==> src/rtl/surov_mem_bridge.sv <==
`default_nettype none
// +--------------------------------------------------------------------------+
// | Module   : surov_mem_bridge                                              |
// | Purpose  : Converts the surov core's byte/half/word load-store requests  |
// |            (any alignment) into word-aligned request/grant/rvalid bus    |
// |            transactions with byte enables. Word-crossing accesses are    |
// |            split in two (or rejected when SPLIT_MISALIGNED=0), and load  |
// |            data is merged, right-justified and zero-extended.            |
// | Ports    : clk, rst (async, active-low)                                  |
// |            core side : mem_addr, mem_rden, mem_wren, mem_size,           |
// |                        memwrite_data -> memread_data, mem_ready,         |
// |                        mem_misaligned                                    |
// |            bus side  : bus_req, bus_we, bus_addr, bus_be, bus_wdata,     |
// |                        bus_gnt, bus_rvalid, bus_rdata                    |
// | Revision : 1.0 - initial release                                         |
// +--------------------------------------------------------------------------+
module surov_mem_bridge #(
  parameter int XLEN             = 32,
  parameter bit SPLIT_MISALIGNED = 1'b1
) (
  input  logic            clk,
  input  logic            rst,
  input  logic [XLEN-1:0] mem_addr,
  input  logic            mem_rden,
  input  logic            mem_wren,
  input  logic [1:0]      mem_size,
  input  logic [XLEN-1:0] memwrite_data,
  output logic [XLEN-1:0] memread_data,
  output logic            mem_ready,
  output logic            mem_misaligned,
  output logic            bus_req,
  output logic            bus_we,
  output logic [XLEN-1:0] bus_addr,
  output logic [3:0]      bus_be,
  output logic [XLEN-1:0] bus_wdata,
  input  logic            bus_gnt,
  input  logic            bus_rvalid,
  input  logic [XLEN-1:0] bus_rdata
);

  typedef enum logic [2:0] {
    ST_IDLE  = 3'd0,
    ST_REQ0  = 3'd1,
    ST_WAIT0 = 3'd2,
    ST_REQ1  = 3'd3,
    ST_WAIT1 = 3'd4,
    ST_RESP  = 3'd5
  } state_t;

  // Size code 3 behaves as a word everywhere.
  function automatic logic [2:0] size_bytes(input logic [1:0] sz);
    case (sz)
      2'd0:    size_bytes = 3'd1;
      2'd1:    size_bytes = 3'd2;
      default: size_bytes = 3'd4;
    endcase
  endfunction

  function automatic logic [3:0] size_lanes(input logic [1:0] sz);
    case (sz)
      2'd0:    size_lanes = 4'b0001;
      2'd1:    size_lanes = 4'b0011;
      default: size_lanes = 4'b1111;
    endcase
  endfunction

  function automatic logic [XLEN-1:0] size_dmask(input logic [1:0] sz);
    case (sz)
      2'd0:    size_dmask = {{(XLEN-8){1'b0}}, 8'hFF};
      2'd1:    size_dmask = {{(XLEN-16){1'b0}}, 16'hFFFF};
      default: size_dmask = {XLEN{1'b1}};
    endcase
  endfunction

  state_t          state_q, state_d;
  logic [XLEN-1:0] addr_q, addr_d;      // word-aligned address of word 0
  logic [1:0]      off_q, off_d;
  logic [1:0]      size_q, size_d;
  logic            we_q, we_d;
  logic            split_q, split_d;
  logic [XLEN-1:0] wdata_q, wdata_d;
  logic [XLEN-1:0] lo_q, lo_d;          // first read word of a split load

  logic [XLEN-1:0] memread_data_q, memread_data_d;
  logic            mem_ready_q, mem_ready_d;
  logic            mem_misaligned_q, mem_misaligned_d;
  logic            bus_req_q, bus_req_d;
  logic            bus_we_q, bus_we_d;
  logic [XLEN-1:0] bus_addr_q, bus_addr_d;
  logic [3:0]      bus_be_q, bus_be_d;
  logic [XLEN-1:0] bus_wdata_q, bus_wdata_d;

  // Word-0 lanes come straight from the core inputs at sample time.
  logic [1:0]      in_off;
  logic            in_split;
  logic [3:0]      in_be;
  logic [XLEN-1:0] in_wdata;

  assign in_off   = mem_addr[1:0];
  assign in_split = ({1'b0, in_off} + size_bytes(mem_size)) > 3'd4;
  assign in_be    = size_lanes(mem_size) << in_off;
  assign in_wdata = memwrite_data << {in_off, 3'b000};

  // Word-1 lanes are the bytes that spilled past the top of word 0.
  // A shift by the full width (off=0) yields zero, which is never used
  // because an off=0 access cannot split.
  logic [4:0]      off_sh;
  logic [3:0]      w1_be;
  logic [XLEN-1:0] w1_wdata;
  logic [XLEN-1:0] w1_addr;

  assign off_sh   = {off_q, 3'b000};
  assign w1_be    = size_lanes(size_q) >> (3'd4 - {1'b0, off_q});
  assign w1_wdata = wdata_q >> (6'd32 - {1'b0, off_sh});
  assign w1_addr  = addr_q + XLEN'(4);   // wraps 0xFFFFFFFC -> 0

  // Merge of {hi,lo} >> 8*off. While finishing word 0 the incoming data is
  // lo and hi is zero; while finishing word 1 it is hi.
  logic            on_word0;
  logic [XLEN-1:0] rd_lo, rd_hi, rd_merged;

  assign on_word0  = (state_q == ST_REQ0) || (state_q == ST_WAIT0);
  assign rd_lo     = on_word0 ? bus_rdata : lo_q;
  assign rd_hi     = on_word0 ? '0 : bus_rdata;
  assign rd_merged = ((rd_lo >> off_sh) | (rd_hi << (6'd32 - {1'b0, off_sh})))
                     & size_dmask(size_q);

  logic launch1, done_rd, done_wr;

  always_comb begin
    state_d          = state_q;
    addr_d           = addr_q;
    off_d            = off_q;
    size_d           = size_q;
    we_d             = we_q;
    split_d          = split_q;
    wdata_d          = wdata_q;
    lo_d             = lo_q;
    memread_data_d   = memread_data_q;
    mem_ready_d      = 1'b0;
    mem_misaligned_d = 1'b0;
    bus_req_d        = bus_req_q;
    bus_we_d         = bus_we_q;
    bus_addr_d       = bus_addr_q;
    bus_be_d         = bus_be_q;
    bus_wdata_d      = bus_wdata_q;
    launch1          = 1'b0;
    done_rd          = 1'b0;
    done_wr          = 1'b0;

    case (state_q)
      ST_IDLE: begin
        if (mem_rden || mem_wren) begin
          addr_d  = {mem_addr[XLEN-1:2], 2'b00};
          off_d   = in_off;
          size_d  = mem_size;
          wdata_d = memwrite_data;
          we_d    = mem_wren;             // write wins when both are set
          split_d = in_split;
          lo_d    = '0;
          if (in_split && !SPLIT_MISALIGNED) begin
            state_d          = ST_RESP;
            mem_ready_d      = 1'b1;
            mem_misaligned_d = 1'b1;
            memread_data_d   = '0;
          end else begin
            state_d     = ST_REQ0;
            bus_req_d   = 1'b1;
            bus_we_d    = mem_wren;
            bus_addr_d  = {mem_addr[XLEN-1:2], 2'b00};
            bus_be_d    = in_be;
            bus_wdata_d = in_wdata;
          end
        end
      end
      ST_REQ0: begin
        if (bus_gnt) begin
          bus_req_d = 1'b0;
          if (we_q) begin
            if (split_q) launch1 = 1'b1;
            else         done_wr = 1'b1;
          end else if (bus_rvalid) begin
            lo_d = bus_rdata;
            if (split_q) launch1 = 1'b1;
            else         done_rd = 1'b1;
          end else begin
            state_d = ST_WAIT0;
          end
        end
      end
      ST_WAIT0: begin
        if (bus_rvalid) begin
          lo_d = bus_rdata;
          if (split_q) launch1 = 1'b1;
          else         done_rd = 1'b1;
        end
      end
      ST_REQ1: begin
        if (bus_gnt) begin
          bus_req_d = 1'b0;
          if (we_q)            done_wr = 1'b1;
          else if (bus_rvalid) done_rd = 1'b1;
          else                 state_d = ST_WAIT1;
        end
      end
      ST_WAIT1: begin
        if (bus_rvalid) done_rd = 1'b1;
      end
      ST_RESP: begin
        state_d = ST_IDLE;
      end
      default: begin
        state_d = ST_IDLE;
      end
    endcase

    if (launch1) begin
      state_d     = ST_REQ1;
      bus_req_d   = 1'b1;
      bus_addr_d  = w1_addr;
      bus_be_d    = w1_be;
      bus_wdata_d = w1_wdata;
    end
    if (done_rd) begin
      state_d        = ST_RESP;
      mem_ready_d    = 1'b1;
      memread_data_d = rd_merged;
    end
    if (done_wr) begin
      state_d        = ST_RESP;
      mem_ready_d    = 1'b1;
      memread_data_d = '0;
    end
  end

  always_ff @(posedge clk or negedge rst) begin
    if (!rst) begin
      state_q          <= ST_IDLE;
      addr_q           <= '0;
      off_q            <= '0;
      size_q           <= '0;
      we_q             <= 1'b0;
      split_q          <= 1'b0;
      wdata_q          <= '0;
      lo_q             <= '0;
      memread_data_q   <= '0;
      mem_ready_q      <= 1'b0;
      mem_misaligned_q <= 1'b0;
      bus_req_q        <= 1'b0;
      bus_we_q         <= 1'b0;
      bus_addr_q       <= '0;
      bus_be_q         <= '0;
      bus_wdata_q      <= '0;
    end else begin
      state_q          <= state_d;
      addr_q           <= addr_d;
      off_q            <= off_d;
      size_q           <= size_d;
      we_q             <= we_d;
      split_q          <= split_d;
      wdata_q          <= wdata_d;
      lo_q             <= lo_d;
      memread_data_q   <= memread_data_d;
      mem_ready_q      <= mem_ready_d;
      mem_misaligned_q <= mem_misaligned_d;
      bus_req_q        <= bus_req_d;
      bus_we_q         <= bus_we_d;
      bus_addr_q       <= bus_addr_d;
      bus_be_q         <= bus_be_d;
      bus_wdata_q      <= bus_wdata_d;
    end
  end

  assign memread_data   = memread_data_q;
  assign mem_ready      = mem_ready_q;
  assign mem_misaligned = mem_misaligned_q;
  assign bus_req        = bus_req_q;
  assign bus_we         = bus_we_q;
  assign bus_addr       = bus_addr_q;
  assign bus_be         = bus_be_q;
  assign bus_wdata      = bus_wdata_q;

endmodule
`default_nettype wire

==> config.mk <==
export PLATFORM = sky130hd
export DESIGN_NAME = surov_mem_bridge
export DESIGN_NICKNAME = d
export VERILOG_FILES = /design/src/rtl/surov_mem_bridge.sv
export SDC_FILE = /design/constraint.sdc
export NUM_CORES = 1
export LEC_CHECK = 0
export ABC_AREA = 1
export CAP_MARGIN = 20
export CORE_UTILIZATION = 58
export DETAILED_ROUTE_END_ITERATION = 7
export HOLD_SLACK_MARGIN = 0.05
export MAX_ROUTING_LAYER = met4
export PLACE_DENSITY = 0.84
export SKIP_LAST_GASP = 1
export SLEW_MARGIN = 15
export SYNTH_ARGS = -nofsm -noshare
export SYNTH_HDL_FRONTEND = slang
export SYNTH_SLANG_ARGS = --single-unit
==> constraint.sdc <==
create_clock -name clk -period 4.5 [get_ports clk]
set_input_delay 0.675 -clock clk [delete_from_list [all_inputs] [get_ports clk]]
set_output_delay 0.675 -clock clk [all_outputs]
set_load 0.02 [all_outputs]
Word-level counts from Yosys, hierarchy flattened
Index checks and enable logic that the tools add are counted.
{"block": "totals", "in_bits": 104, "elab_cells": 120, "reg_bits": 205, "out_inout_bits": 104}
{"block": "classes", "n_mux": 57, "n_shift": 6, "n_reduce_logical": 17, "bitwise": 2, "add_sub_neg": 4, "eq_ne": 19, "magnitude_cmp": 1}
{"op": "two-way mux 32 bit", "count": 14}
{"op": "one-hot mux 32 bit (3 select lines)", "count": 1}
{"op": "one-hot mux 32 bit (2 select lines)", "count": 1}
{"op": "inequality test 5 bit (second input constant)", "count": 7}
{"op": "adder 32 x 3 -> 32 bit (second input constant)", "count": 1}
{"op": "bitwise AND 32 bit", "count": 1}
{"op": "bitwise OR 32 bit", "count": 1}
{"op": "<< shifter 32 x 5 -> 32 bit", "count": 1}
{"op": "<< shifter 32 x 6 -> 32 bit", "count": 1}
{"op": ">> shifter 32 x 5 -> 32 bit", "count": 1}
{"op": ">> shifter 32 x 6 -> 32 bit", "count": 1}
{"op": "two-way mux 3 bit", "count": 10}
{"op": "two-way mux 1 bit", "count": 20}
{"op": "one-hot mux 4 bit (2 select lines)", "count": 2}
{"op": "two-way mux 4 bit", "count": 3}
{"op": "one-hot mux 3 bit (4 select lines)", "count": 1}
{"op": "AND reduction 8 bit", "count": 1}
{"op": "== test 3 x 2 -> 1 bit (second input constant)", "count": 2}
{"op": "inequality test 2 bit (second input constant)", "count": 3}
{"op": "one-hot mux 1 bit (2 select lines)", "count": 3}
{"op": "one-hot mux 3 bit (2 select lines)", "count": 1}
{"op": "nonzero test 2 bit", "count": 3}
{"op": "nonzero test 3 bit", "count": 2}
{"op": "subtractor 6 x 5 -> 6 bit (first input constant)", "count": 1}
{"op": "other kinds (19)", "count": 24}

Depth between registers and ports, before layout
{"block": "logic_depth", "ltp_word": 8, "mapped_depth": 13, "mapped_depth_nobuf": 11}

Worst setup path after synthesis
OpenSTA, ideal clock, no wires.
{"block": "synth_timing", "kind": "register to register", "start": "reg off_q[0]", "end": "reg memread_data_q[14] (netlist: memread_data[14])", "path_stages_with_launch": 14, "setup_time_ps": 65, "period_less_slack_ps": 2550, "slack_ps": 1950, "arrival_ps": 2485, "path_buffers": 3, "required_time_ps": 4435, "cell_sequence": "dfrtp_1 -> buf_2 -> inv_2 -> clkbuf_1 -> buf_1 -> ha_1 -> nor2_2 -> inv_1 -> nor2_4 -> inv_1 -> or2_2 -> nand3_1 -> nand2_1 -> nand2_1"}
{"block": "synth_between", "elab_chain_len": 6, "word_cells_on_any_way": 7, "cone_classes": "add/sub (1); shift (2); mux (2); bitwise (2)"}
{"element": "start, declared", "line_no": "77", "text": "logic [1:0] off_q, off_d;"}
{"element": "start signal, assigned", "line_no": "240", "text": "off_q <= '0;"}
{"element": "start signal, assigned", "line_no": "257", "text": "off_q <= off_d;"}
{"element": "subtractor 6 x 5 -> 6 bit", "line_no": "125", "text": "assign rd_merged = ((rd_lo >> off_sh) | (rd_hi << (6'd32 - {1'b0, off_sh})))"}
{"element": "<< shifter 32 x 6 -> 32 bit", "line_no": "125"}
{"element": "bitwise OR 32 bit (*)", "line_no": "125"}
{"element": "bitwise AND 32 bit (*)", "line_no": "126", "text": "& size_dmask(size_q);"}
{"element": "two-way mux 32 bit (*)", "line_no": "224", "text": "if (done_rd) begin"}
{"element": "two-way mux 32 bit (*)", "line_no": "229", "text": "if (done_wr) begin"}
{"element": "end signal, assigned", "line_no": "263", "text": "memread_data_q <= memread_data_d;"}
{"element": "end, declared", "line_no": "84", "text": "logic [XLEN-1:0] memread_data_q, memread_data_d;"}
Mark *: on every way between the ends. The rest lies on a longest branch, timed or not. The select of a mux whose other input is x is not followed.
A chain may end at the register's enable or synchronous reset.

Worst setup path after layout
{"block": "layout_timing", "start": "reg off_q[1]", "end": "reg memread_data_q[14] (netlist: memread_data[14])"}
Same word-level chain as after synthesis.

==> reports/metrics.sh <==
TIMING.MAX_SLEW.REL_SLACK_PCT=35.27
NET-SWITCHING-POWER_mW=5.523
GRT_START_MAX_NET_PINS=97
VDD.IR_DROP.WORST_mV=0.4439
DOMINANTREGCELLSYNTH='sky130_fd_sc_hd__dfrtp_1'
SYNTH_TOP_AREA_SHARE_PCT=43.98
INITIAL_ANTENNA_VIOLATION_COUNT=0
MOSTFREQUENTLAYOUTCELL='sky130_fd_sc_hd__nand2_1'
WORST_EP_ARRIVAL_TIME_NS=3.62
CTS_TREE='yes'
FINAL.SETUP.TNS_NS=0
ENDPOINT_KIND='flip-flop'
POWER-PER-CELL-AREA_mW_PER_MM2=802.0
DP.FINAL_HPWL_MM=25.50
AREA_GROWTH_SYN_TO_LAYOUT_PCT=24.63
YOSYS_WARNINGS=0
DRV_SLEW=0
SYNTH_SIMPLE_GATE_AREA_SHARE_PCT=34.46
CORE_REGION_AREA_MM2=0.01946
YS_TYPES=42
ASYNCSETRESETFLOPFRACSYNTH_PCT=100.0
CTS-HOLD-FIX-BUFFERS=0
STATUS='completed'
SYNTHXORXNORAREAFRAC_PCT=1.062
SYNTH_EDF_COUNT=0
CRITICAL_PATH_CLASS='flip-flop to flip-flop'
MIN_PERIOD_OVER_PERIOD_PCT=70.44
PART_OF_THE_TOTAL_POWER_DISSIPATED_IN_THE_CLOCK_NETWORK_PCT=16.0
POWER.SWITCHING_FRACTION_PCT=47.85
HTREE_LEVELS=1
CLOCK.FMAX_MHz=315.5
RSZ0062_AT_GRT='no'
SYNTH_COMPOUND_AREA_SHARE_PCT=12.13
CLK_PIN_SLEW_NS=0.07
INTERNAL_POWER_mW=6.021
AREA_OF_THE_MAPPED_NETLIST_MM2=0.01155
SYNTH_ADDER_AREA_SHARE_PCT=0.4983
CRIT_PATH_MAX_FANOUT=20
WL_PER_CELL_UM=18.21
NUMBER_OF_DIODES_ADDED_FOR_ANTENNA_FIXING=0
HOLD_VIOL_FINAL=0
DRV.MAX_CAP_VIOLATION_COUNT=0
DIE_WIDTH_UM=143.1
COMBINATIONAL_FAMILY_WITH_THE_MOST_AREA_AFTER_SYNTHESIS='simple AND/OR/NAND/NOR gates'
FINAL-SETUP-VIOL-COUNT=0
DPL_CELL_AREA_MM2=0.01366
MULTIINPUTGATEAREA_MM2=0.005658
INITIAL_CELL_DENSITY_OF_THE_CORE_PCT=59.34
WORST_SETUP_PATH_START_KIND='flip-flop'
DRT-PASS1-ITER-COUNT=7
NUM-NETS-FINAL=1898
SYN-MEAN-INSTANCE-AREA_UM2=7.055
SYNTH-SEQ-CELLS=203
SEQPWRFRAC_PCT=29.1
VIA_COUNT=12310
GP_ROUTABILITY_CONGESTION=1.007
FLOORPLAN.DIE_AREA_MM2=0.02048
POSTLAYOUTCOREUTIL_PCT=73.96
CTS-ROOT-BUF='sky130_fd_sc_hd__clkbuf_16'
ANTENNA_LEFT=0
YOSYSTOPAREACELL='sky130_fd_sc_hd__dfrtp_1'
FIRST_PASS_GRT_WIRE_LENGTH_MM=60.29
CRITPATHREQUIREDTIME_NS=4.95
POSTLAYOUTCELLAREA_MM2=0.01440
WORST_HOLD_PATH_TYPE='primary input to async pin'
SYNTH_CELLS=1637
MAX_SLEW.WORST_PIN.SLEW_NS=0.9709
BOUNDARYPINS=208
FLOORPLAN.DIE.HEIGHT_UM=143.1
DRT_INITIAL_VIOLATIONS=1311
GRT-OVFL-TOTAL=0
LAYOUT_MIN_CYCLE_TIME_NS=3.170
VIA_PER_INST=5.948
PART_OF_THE_TOTAL_POWER_DISSIPATED_IN_COMBINATIONAL_LOGIC_PCT=54.9
DETAIL_ROUTE.WIRELENGTH_MM=37.69
CTS-BUFFERS-INSERTED=23
CTS_POST_SETUP_BUFFERS_INSERTED=0
NUMPORTBUFFERS=204
SEQUENTIAL_TO_TOTAL_AREA_SHARE_FROM_YOSYS_STAT_PCT=43.98
MUXSHAREOFSYNTHAREA_PCT=0.6933
POWER.STATIC_LEAKAGE_nW=6.819
GRT_PASS1_VIAS=11710
REGAREA_MM2=0.005081
FINALHOLDWORSTSLACK_NS=0.1439
MOSTFREQUENTLAYOUTCELLS='sky130_fd_sc_hd__nand2_1 (571), sky130_fd_sc_hd__nand3_1 (231), sky130_fd_sc_hd__clkdlybuf4s50_1 (203)'
CTS_NUM_SINKS=203
POSTCTSRESIZEDCELLS=0
DRT_DRC_VIOLATIONS_LEFT=0
CLK_LATENCY_NS=0.51
CTS-ROOT-TO-SINK-BUFFERS=3
FIN_SKEW_NS=0.01515
SHARE_OF_FINAL_LAYOUT_STANDARD_CELLS_STRONGER_THAN_DRIVE_STRENGTH_1_PCT=4.488
GR-USAGE-ALL-LAYERS_PCT=39.01
OVERALL_POWER_CONSUMPTION_mW=11.54
ROWS=51
SYNTH_AREA_LEADERS='sky130_fd_sc_hd__dfrtp_1 (44%), sky130_fd_sc_hd__nand2_1 (19%), sky130_fd_sc_hd__nand3_1 (10%), sky130_fd_sc_hd__o21ai_0 (6.0%), sky130_fd_sc_hd__nor2_1 (3.7%)'
FILLER_CELL_COUNT=1581
## final cells by class
cell class              count  area share, %
well taps                 265          2.303
inverters                 101          2.634
clock inverters             7         0.5128
clock buffers              33          4.607
multi-input cells        1237          39.30
flip-flops and latches    203          35.30
repair buffers            224          15.34
## sequential cells by signal, summed over array words and instances, names as in the netlist, 2 cells and up
register and count:
bus_wdata 32, state_q 3, bus_addr 30, size_q 2, lo_q 32, addr_q 30, bus_be 4, wdata_q 32
memread_data 32, off_q 2
## metal layers
layer	routed length [µm]	global-route usage, %	up-vias
met5	0	-	-
met4	1980	18.79	0
met3	3763	7.746	152
met2	17470	60.28	686
met1	14480	49.16	5817
li1	-	-	5657
## worst paths after layout
kind | startpoint | slack [ns] | endpoint | cells past startpoint
min reg2reg | wdata_q[3] | 0.48 | wdata_q[3] | 2
max reg2reg | off_q[1] | 1.33 | memread_data[14] | 10
min | rst | 0.14 | lo_q[11] | 1
max in group asynchronous | rst | 3.30 | size_q[0] | 2
min in group clk | wdata_q[3] | 0.48 | wdata_q[3] | 2
max | off_q[1] | 1.33 | memread_data[14] | 10
## stage by stage
stage               instances  setup WS (ns)
finish                   2070          1.330
global route             2070          1.172
CTS                      2070          1.415
detailed placement       2030          1.127
global placement         2030          1.229
floorplan                1639          1.950
## critical path, stage by stage, from the launching register on
cell and delay, ns:
sky130_fd_sc_hd__dfrtp_1 0.77, sky130_fd_sc_hd__clkinv_1 0.23, sky130_fd_sc_hd__ha_1 0.60, sky130_fd_sc_hd__nor2_2 0.22, sky130_fd_sc_hd__inv_1 0.09, sky130_fd_sc_hd__nor2_4 0.39
sky130_fd_sc_hd__inv_1 0.26, sky130_fd_sc_hd__or2_2 0.33, sky130_fd_sc_hd__nand3_1 0.08, sky130_fd_sc_hd__nand2_1 0.06, sky130_fd_sc_hd__nand2_1 0.08
## synth_stat cells, drive strengths merged, types with 14 or more instances
library cell  instances
inv                 100
a21oi                58
o22ai                14
o211ai               22
nand2               573
o21ai               148
clkbuf               51
nand3               233
nor2                122
buf                  47
dfrtp               203
## cells by family after synthesis
logic type,Yosys count
buffers and inverters,199
other,1
xor gates and xnor gates,14
and+or+nand+nor,953
AOI/OAI and AO/OA,255
DFF,203
adders and majority gates,4
muxes,8
## power groups by stage
stage,clock network (mW),registers [mW],logic (mW)
2_1_floorplan,0,3.67,3.67
3_3_place_gp,0,3.34,6.03
3_5_place_dp,0,3.34,6.17
4_1_cts,1.86,3.34,6.20
5_1_grt,1.94,3.45,6.95
6_report,1.85,3.36,6.34
(Power assumes the default switching activity.)
